`config.mk`:
```
export PLATFORM = sky130hd
export DESIGN_NAME = weather_feature_builder_flat
export DESIGN_NICKNAME = d
export VERILOG_FILES = /design/src/rtl/weather_feature_builder_if.sv /design/src/rtl/weather_feature_builder.sv /design/src/flat_wrapper.sv
export SDC_FILE = /design/constraint.sdc
export NUM_CORES = 1
export LEC_CHECK = 0
export ABC_AREA = 1
export CAP_MARGIN = 20
export CORE_ASPECT_RATIO = 1.25
export CORE_MARGIN = 2
export CORE_UTILIZATION = 50
export CTS_CLUSTER_DIAMETER = 30
export DETAILED_ROUTE_END_ITERATION = 10
export GPL_ROUTABILITY_DRIVEN = 1
export PLACE_DENSITY = 0.71
export SETUP_SLACK_MARGIN = 0.2
export SYNTH_ARGS = -nofsm -noshare
export SYNTH_HDL_FRONTEND = slang
export SYNTH_SLANG_ARGS = --single-unit
```
`constraint.sdc`:
```
create_clock -name CLOCK_50 -period 2 [get_ports CLOCK_50]
set_input_delay 0.2 -clock CLOCK_50 [delete_from_list [all_inputs] [get_ports CLOCK_50]]
set_output_delay 0.2 -clock CLOCK_50 [all_outputs]
set_load 0.1 [all_outputs]
```
`src/rtl/weather_feature_builder_if.sv`:
```
// Sample-in / feature-set-out bundle for weather_feature_builder.
// master = sample source and feature consumer, slave = the feature builder.
// With WFB_PRECIP_SAT_FLAG_EN defined the bundle also carries precip_sat.
interface weather_feature_builder_if;
    logic       s_valid;
    logic       s_ready;
    logic [7:0] s_temp;
    logic [7:0] s_precip;
    logic [7:0] s_wind;
    logic       out_valid;
    logic       out_ready;
    logic [3:0] out_temp_max;
    logic [3:0] out_temp_min;
    logic [3:0] out_precipitation;
    logic [3:0] out_wind;
    logic [7:0] sample_cnt;
`ifdef WFB_PRECIP_SAT_FLAG_EN
    logic       precip_sat;
`endif

    modport master (
        output s_valid, s_temp, s_precip, s_wind, out_ready,
        input  s_ready, out_valid, out_temp_max, out_temp_min,
               out_precipitation, out_wind, sample_cnt
`ifdef WFB_PRECIP_SAT_FLAG_EN
        , input precip_sat
`endif
    );

    modport slave (
        input  s_valid, s_temp, s_precip, s_wind, out_ready,
        output s_ready, out_valid, out_temp_max, out_temp_min,
               out_precipitation, out_wind, sample_cnt
`ifdef WFB_PRECIP_SAT_FLAG_EN
        , output precip_sat
`endif
    );
endinterface

```
`src/rtl/weather_feature_builder.sv`:
```
// weather_feature_builder: reduces one day of raw sensor samples to daily
// max/min temperature, total precipitation and peak wind, quantises each to a
// 4-bit code and offers the set on a valid/ready handshake.
// Optional feature macro: WFB_PRECIP_SAT_FLAG_EN adds the precip_sat flag.
module weather_feature_builder #(
    parameter int SAMPLES_PER_DAY = 24,
    parameter int TEMP_SHIFT      = 4,
    parameter int PREC_SHIFT      = 6,
    parameter int WIND_SHIFT      = 4
) (
    input logic                      CLOCK_50,
    input logic                      rst,
    weather_feature_builder_if.slave bus
);
    localparam logic [7:0] DAY_LEN = 8'(SAMPLES_PER_DAY);

    typedef enum logic [1:0] {IDLE, ACCUM, QUANT, HOLD} state_t;

    state_t      state_reg, state_next;
    logic [7:0]  acc_max_reg, acc_min_reg, acc_wind_reg;
    logic [11:0] acc_prec_reg;
    logic [7:0]  sample_cnt_reg;
    logic        out_valid_reg;
    logic [3:0]  temp_max_reg, temp_min_reg, precip_reg, wind_reg;
    logic        accept, handshake;
    logic [7:0]  cnt_plus;
    logic [12:0] prec_sum;
    logic        prec_over;
`ifdef WFB_PRECIP_SAT_FLAG_EN
    logic        sat_seen_reg;
    logic        precip_sat_reg;
`else
    // Saturation of the precipitation total is silent in this build.
`endif

    assign bus.s_ready = (state_reg == IDLE) || (state_reg == ACCUM);
    assign accept      = bus.s_valid & bus.s_ready;
    assign handshake   = out_valid_reg & bus.out_ready;
    assign cnt_plus    = sample_cnt_reg + 8'd1;
    assign prec_sum    = {1'b0, acc_prec_reg} + {5'd0, bus.s_precip};
    assign prec_over   = (acc_prec_reg >> PREC_SHIFT) > 12'd15;

    assign bus.out_valid         = out_valid_reg;
    assign bus.out_temp_max      = temp_max_reg;
    assign bus.out_temp_min      = temp_min_reg;
    assign bus.out_precipitation = precip_reg;
    assign bus.out_wind          = wind_reg;
    assign bus.sample_cnt        = sample_cnt_reg;
`ifdef WFB_PRECIP_SAT_FLAG_EN
    assign bus.precip_sat        = precip_sat_reg;
`endif

    // State register.
    always_ff @(posedge CLOCK_50 or posedge rst) begin
        if (rst) state_reg <= IDLE;
        else     state_reg <= state_next;
    end

    // Next-state: the day ends on the accept that reaches DAY_LEN samples.
    always_comb begin
        state_next = state_reg;
        case (state_reg)
            IDLE:    if (accept) state_next = ACCUM;
            ACCUM:   if (accept && (cnt_plus == DAY_LEN)) state_next = QUANT;
            QUANT:   state_next = HOLD;
            HOLD:    if (handshake) state_next = IDLE;
            default: state_next = IDLE;
        endcase
    end

    // Accumulators, quantised codes and output handshake.
    always_ff @(posedge CLOCK_50 or posedge rst) begin
        if (rst) begin
            acc_max_reg    <= 8'h00;
            acc_min_reg    <= 8'hFF;
            acc_prec_reg   <= 12'h000;
            acc_wind_reg   <= 8'h00;
            sample_cnt_reg <= 8'd0;
            out_valid_reg  <= 1'b0;
            temp_max_reg   <= 4'd0;
            temp_min_reg   <= 4'd0;
            precip_reg     <= 4'd0;
            wind_reg       <= 4'd0;
`ifdef WFB_PRECIP_SAT_FLAG_EN
            sat_seen_reg   <= 1'b0;
            precip_sat_reg <= 1'b0;
`endif
        end else begin
            case (state_reg)
                IDLE: if (accept) begin
                    acc_max_reg    <= bus.s_temp;
                    acc_min_reg    <= bus.s_temp;
                    acc_prec_reg   <= {4'd0, bus.s_precip};
                    acc_wind_reg   <= bus.s_wind;
                    sample_cnt_reg <= 8'd1;
`ifdef WFB_PRECIP_SAT_FLAG_EN
                    sat_seen_reg   <= 1'b0;
`endif
                end
                ACCUM: if (accept) begin
                    if (bus.s_temp > acc_max_reg)  acc_max_reg  <= bus.s_temp;
                    if (bus.s_temp < acc_min_reg)  acc_min_reg  <= bus.s_temp;
                    if (bus.s_wind > acc_wind_reg) acc_wind_reg <= bus.s_wind;
                    sample_cnt_reg <= cnt_plus;
                    if (prec_sum[12]) begin
                        acc_prec_reg <= 12'hFFF;
`ifdef WFB_PRECIP_SAT_FLAG_EN
                        sat_seen_reg <= 1'b1;
`endif
                    end else begin
                        acc_prec_reg <= prec_sum[11:0];
                    end
                end
                QUANT: begin
                    temp_max_reg <= 4'(acc_max_reg >> TEMP_SHIFT);
                    temp_min_reg <= 4'(acc_min_reg >> TEMP_SHIFT);
                    wind_reg     <= 4'(acc_wind_reg >> WIND_SHIFT);
                    precip_reg   <= prec_over ? 4'hF : 4'(acc_prec_reg >> PREC_SHIFT);
`ifdef WFB_PRECIP_SAT_FLAG_EN
                    precip_sat_reg <= sat_seen_reg | prec_over;
`endif
                end
                HOLD: begin
                    // out_valid rises one cycle into HOLD, after the codes settle.
                    if (!out_valid_reg) begin
                        out_valid_reg <= 1'b1;
                    end else if (bus.out_ready) begin
                        out_valid_reg  <= 1'b0;
                        acc_max_reg    <= 8'h00;
                        acc_min_reg    <= 8'hFF;
                        acc_prec_reg   <= 12'h000;
                        acc_wind_reg   <= 8'h00;
                        sample_cnt_reg <= 8'd0;
                    end
                end
                default: begin
                    out_valid_reg  <= 1'b0;
                    acc_max_reg    <= 8'h00;
                    acc_min_reg    <= 8'hFF;
                    acc_prec_reg   <= 12'h000;
                    acc_wind_reg   <= 8'h00;
                    sample_cnt_reg <= 8'd0;
                end
            endcase
        end
    end
endmodule

```
`src/flat_wrapper.sv`:
```
// flat-port wrapper written by rule: the top's interface ports become plain ports
module weather_feature_builder_flat 
#(
    parameter int SAMPLES_PER_DAY = 24,
    parameter int TEMP_SHIFT      = 4,
    parameter int PREC_SHIFT      = 6,
    parameter int WIND_SHIFT      = 4
)
  (CLOCK_50, rst, bus_s_valid, bus_s_temp, bus_s_precip, bus_s_wind, bus_out_ready, bus_s_ready, bus_out_valid, bus_out_temp_max, bus_out_temp_min, bus_out_precipitation, bus_out_wind, bus_sample_cnt);
  weather_feature_builder_if bus_i ();
  input logic CLOCK_50;
  input logic rst;
  input wire logic [$bits(bus_i.s_valid)-1:0] bus_s_valid;
  input wire logic [$bits(bus_i.s_temp)-1:0] bus_s_temp;
  input wire logic [$bits(bus_i.s_precip)-1:0] bus_s_precip;
  input wire logic [$bits(bus_i.s_wind)-1:0] bus_s_wind;
  input wire logic [$bits(bus_i.out_ready)-1:0] bus_out_ready;
  output wire logic [$bits(bus_i.s_ready)-1:0] bus_s_ready;
  output wire logic [$bits(bus_i.out_valid)-1:0] bus_out_valid;
  output wire logic [$bits(bus_i.out_temp_max)-1:0] bus_out_temp_max;
  output wire logic [$bits(bus_i.out_temp_min)-1:0] bus_out_temp_min;
  output wire logic [$bits(bus_i.out_precipitation)-1:0] bus_out_precipitation;
  output wire logic [$bits(bus_i.out_wind)-1:0] bus_out_wind;
  output wire logic [$bits(bus_i.sample_cnt)-1:0] bus_sample_cnt;
  assign bus_i.s_valid = bus_s_valid;
  assign bus_i.s_temp = bus_s_temp;
  assign bus_i.s_precip = bus_s_precip;
  assign bus_i.s_wind = bus_s_wind;
  assign bus_i.out_ready = bus_out_ready;
  assign bus_s_ready = bus_i.s_ready;
  assign bus_out_valid = bus_i.out_valid;
  assign bus_out_temp_max = bus_i.out_temp_max;
  assign bus_out_temp_min = bus_i.out_temp_min;
  assign bus_out_precipitation = bus_i.out_precipitation;
  assign bus_out_wind = bus_i.out_wind;
  assign bus_sample_cnt = bus_i.sample_cnt;
  weather_feature_builder #(.SAMPLES_PER_DAY(SAMPLES_PER_DAY), .TEMP_SHIFT(TEMP_SHIFT), .PREC_SHIFT(PREC_SHIFT), .WIND_SHIFT(WIND_SHIFT)) u_core (.CLOCK_50(CLOCK_50), .rst(rst), .bus(bus_i));
endmodule
```
==> results.json <==
{
  "synth_area_leader_cell": "dfrtp_1",
  "required_ns": 2.28,
  "die_y_um": 105,
  "cts.sinks": 63,
  "drc_errors": 0,
  "n_antenna_cell": 0,
  "synth_cell_types": 33,
  "largest_register_ffs": 12,
  "num_vias": 3829,
  "tightest_slew_ns": 0.506,
  "path_class": "flop to flop",
  "first_pass_iters": 4,
  "gr-total-overflow": 0,
  "die_area_um2": 8920,
  "yosys-top-cells-area": "dfrtp_1, nand2_1, ha_1",
  "dp.final_hpwl_um": 6990,
  "hp-class": "primary input to async pin",
  "slowest_delay_ns": 0.39,
  "seq_area_frac_synth_pct": 38.8,
  "ioPinCount": 54,
  "synth_top_cell_area_share_pct": 33.7,
  "std_cell_rows": 36,
  "power.leakage_nw": 2.76,
  "grt_pass1_vias": 3761,
  "ys_ff_latch": 63,
  "min_period_ns": 1.77,
  "final_area_um2": 5300,
  "cp_common_cell": "nand2_1",
  "drt_iter0_markers": 154,
  "wl_per_cell_um": 13.1,
  "syn_to_final_growth_pct": 29.7,
  "path_cells": "ha_2 > fa_2 > nand2_2 > o21ai_2 > nand2_1 > nand2_2 > buf_6 > nand2_4 > nand2_1 > nand2_1 > nand2_1 > o21ai_1",
  "ant_nets": 0,
  "cp.arrival_ns": 2.05,
  "p_per_area_nw_per_um2": 1840,
  "syn_avg_cell_area_um2": 7.34,
  "fmax_mhz": 565,
  "finalClockSkew_ns": 0.00720,
  "crit_buf_inv": 1,
  "yosysWarnings": 0,
  "cts.htree.levels": 3,
  "slew_headroom_pct": 66.0,
  "rsz0062_at_grt": "yes",
  "critPathCaptureType": "flop",
  "antenna_found_initial": 0,
  "port_buffers": 53,
  "cts_buffer_depth": 2,
  "clk_pin_slew_ns": 0.08,
  "drive_above_1_share_pct": 20.3,
  "hold_buffers": 0,
  "crit_family": "adder cells",
  "coreArea_um2": 7880,
  "fin_util_pct": 67.3,
  "cp-start-kind": "flop",
  "place.gp.congestion": 0.843,
  "grt_pass1_wl_um": 16400,
  "finalWirelength_um": 9730,
  "cp_max_fo": 3,
  "cts_tree": "done",
  "synth_area_um2": 4090,
  "drv_slew": 0,
  "finalHoldViolCount": 0,
  "syn_nets": 623,
  "slowest_stage": "dfrtp_1",
  "max-cap-violations": 0,
  "fin_nets": 711,
  "fin_crit_sh_pct": 88.5,
  "syn_inst": 557,
  "die-width_um": 84.9,
  "tns_ns": 0,
  "postPlaceCellArea_um2": 4830,
  "root_buffer": "clkbuf_8",
  "clk_latency_ns": 0.36,
  "setup_viol_count_final": 0,
  "filler_cell_count": 654,
  "power.total_mw": 9.74,
  "grt_start_max_net_pins": 33,
  "peakVddDrop_v": 0.00159,
  "cts_buffers": 9,
  "via_per_inst": 5.14,
  "status": "complete, no violations",
  "start_util_pct": 51.9,
  "grt_use_total_pct": 22.6
}
where the power goes:
part / switching [mW] / internal, mW
logic: 4.12 / 2.24
registers: 0.369 / 1.90
clock network: 0.534 / 0.573
total: 5.02 / 4.71
cells in the mapped netlist:
cell	instances
clkbuf_1	3
nor2_1	38
o21ai_2	1
clkbuf_8	1
a21oi_1	22
fa_1	1
buf_6	4
nand3_1	37
nor3_4	1
ha_1	37
xnor2_1	2
nand2_1	204
nand3b_1	8
nor3_1	1
buf_4	1
nand2_2	3
xor2_1	2
o21ai_1	1
a31oi_1	2
clkinv_1	2
o22ai_1	3
a22o_1	1
buf_2	2
inv_1	69
or2_1	1
o21a_1	4
dfrtp_1	55
dfstp_2	8
o21ai_0	26
nand2_4	1
nor2_2	1
nand4_1	13
inv_2	2
placed cells by master, fill, tap and decap left out, types with 2 or more instances in the layout:
master	netlist	layout
buf_12	0	4
buf_6	4	4
nand2_1	204	196
a31oi_1	2	2
ha_4	0	5
dfrtp_1	55	46
buf_4	1	51
o21ai_0	26	21
a21oi_1	22	19
dfrtp_2	0	9
clkinv_1	2	2
nand2_4	1	4
clkbuf_8	1	9
nand2_2	3	8
ha_2	0	2
clkinvlp_4	0	4
nand3b_1	8	8
nand4_1	13	13
ha_1	37	30
nor2_1	38	34
o22ai_1	3	3
o21ai_1	1	6
dfstp_2	8	8
a21oi_2	0	3
xor2_1	2	2
nand3_1	37	35
inv_2	2	4
nor2_2	1	5
clkdlybuf4s50_1	0	27
inv_1	69	66
o21a_1	4	4
path summary, 6_finish.rpt:
check                                       start                 endpoint  slack (ns)  depth (start not counted)
setup / recovery           u_core.acc_prec_reg[0]  u_core.acc_prec_reg[10]        0.23                         12
hold / removal                                rst   u_core.acc_wind_reg[3]        0.18                          2
setup reg to reg           u_core.acc_prec_reg[0]  u_core.acc_prec_reg[10]        0.23                         12
hold reg to reg             u_core.acc_min_reg[5]    u_core.acc_min_reg[5]        0.47                          2
max in group asynchronous                     rst    u_core.acc_min_reg[2]        1.20                          3
min in group CLOCK_50       u_core.acc_min_reg[5]    u_core.acc_min_reg[5]        0.47                          2
per-stage QoR:
step / cells / setup slack (ns) / hold WS [ns]
floorplan: 557 / 0.106 / 0.361
global placement: 718 / -0.183 / 0.453
detailed placement: 718 / -0.207 / 0.455
CTS: 739 / 0.179 / 0.192
global route: 745 / 0.129 / 0.247
finish: 745 / 0.230 / 0.179
metal layers:
metal	wire length, um	global-route usage (%)	vias up	share of wire, %
li1	-	-	1957	-
met1	4110	27.6	1771	42
met2	5090	39.6	87	52
met3	370	3.16	14	3.8
met4	160	9.30	0	1.6
met5	0	0	-	0
final cells by class:
type	count	area, um2	area share (%)
clock buffers	9	124	2.34
clock inverters	7	73.8	1.39
inverters	73	282	5.31
multi-input cells	411	2310	43.6
flip-flops and latches	63	1600	30.1
well taps	95	119	2.24
repair buffers	87	793	15.0
logic make-up after synthesis:
| family | after synthesis | synth area share (%) |
|---|---|---|
| AO/OA/AOI/OAI | 60 | 7.93 |
| XOR/XNOR | 4 | 0.857 |
| adder cells (fa/ha/maj) | 38 | 11.8 |
| buffers and inverters | 84 | 8.84 |
| flip-flops | 63 | 38.8 |
| AND/OR/NAND/NOR | 308 | 31.8 |
timing repair:
item	4_1_cts	5_1_grt
buffers inserted	4	6
cloned	1	0
gates resized for setup	18	33
setup endpoints to repair	37	37
pin swaps	6	12
(Power assumes the default switching activity.)
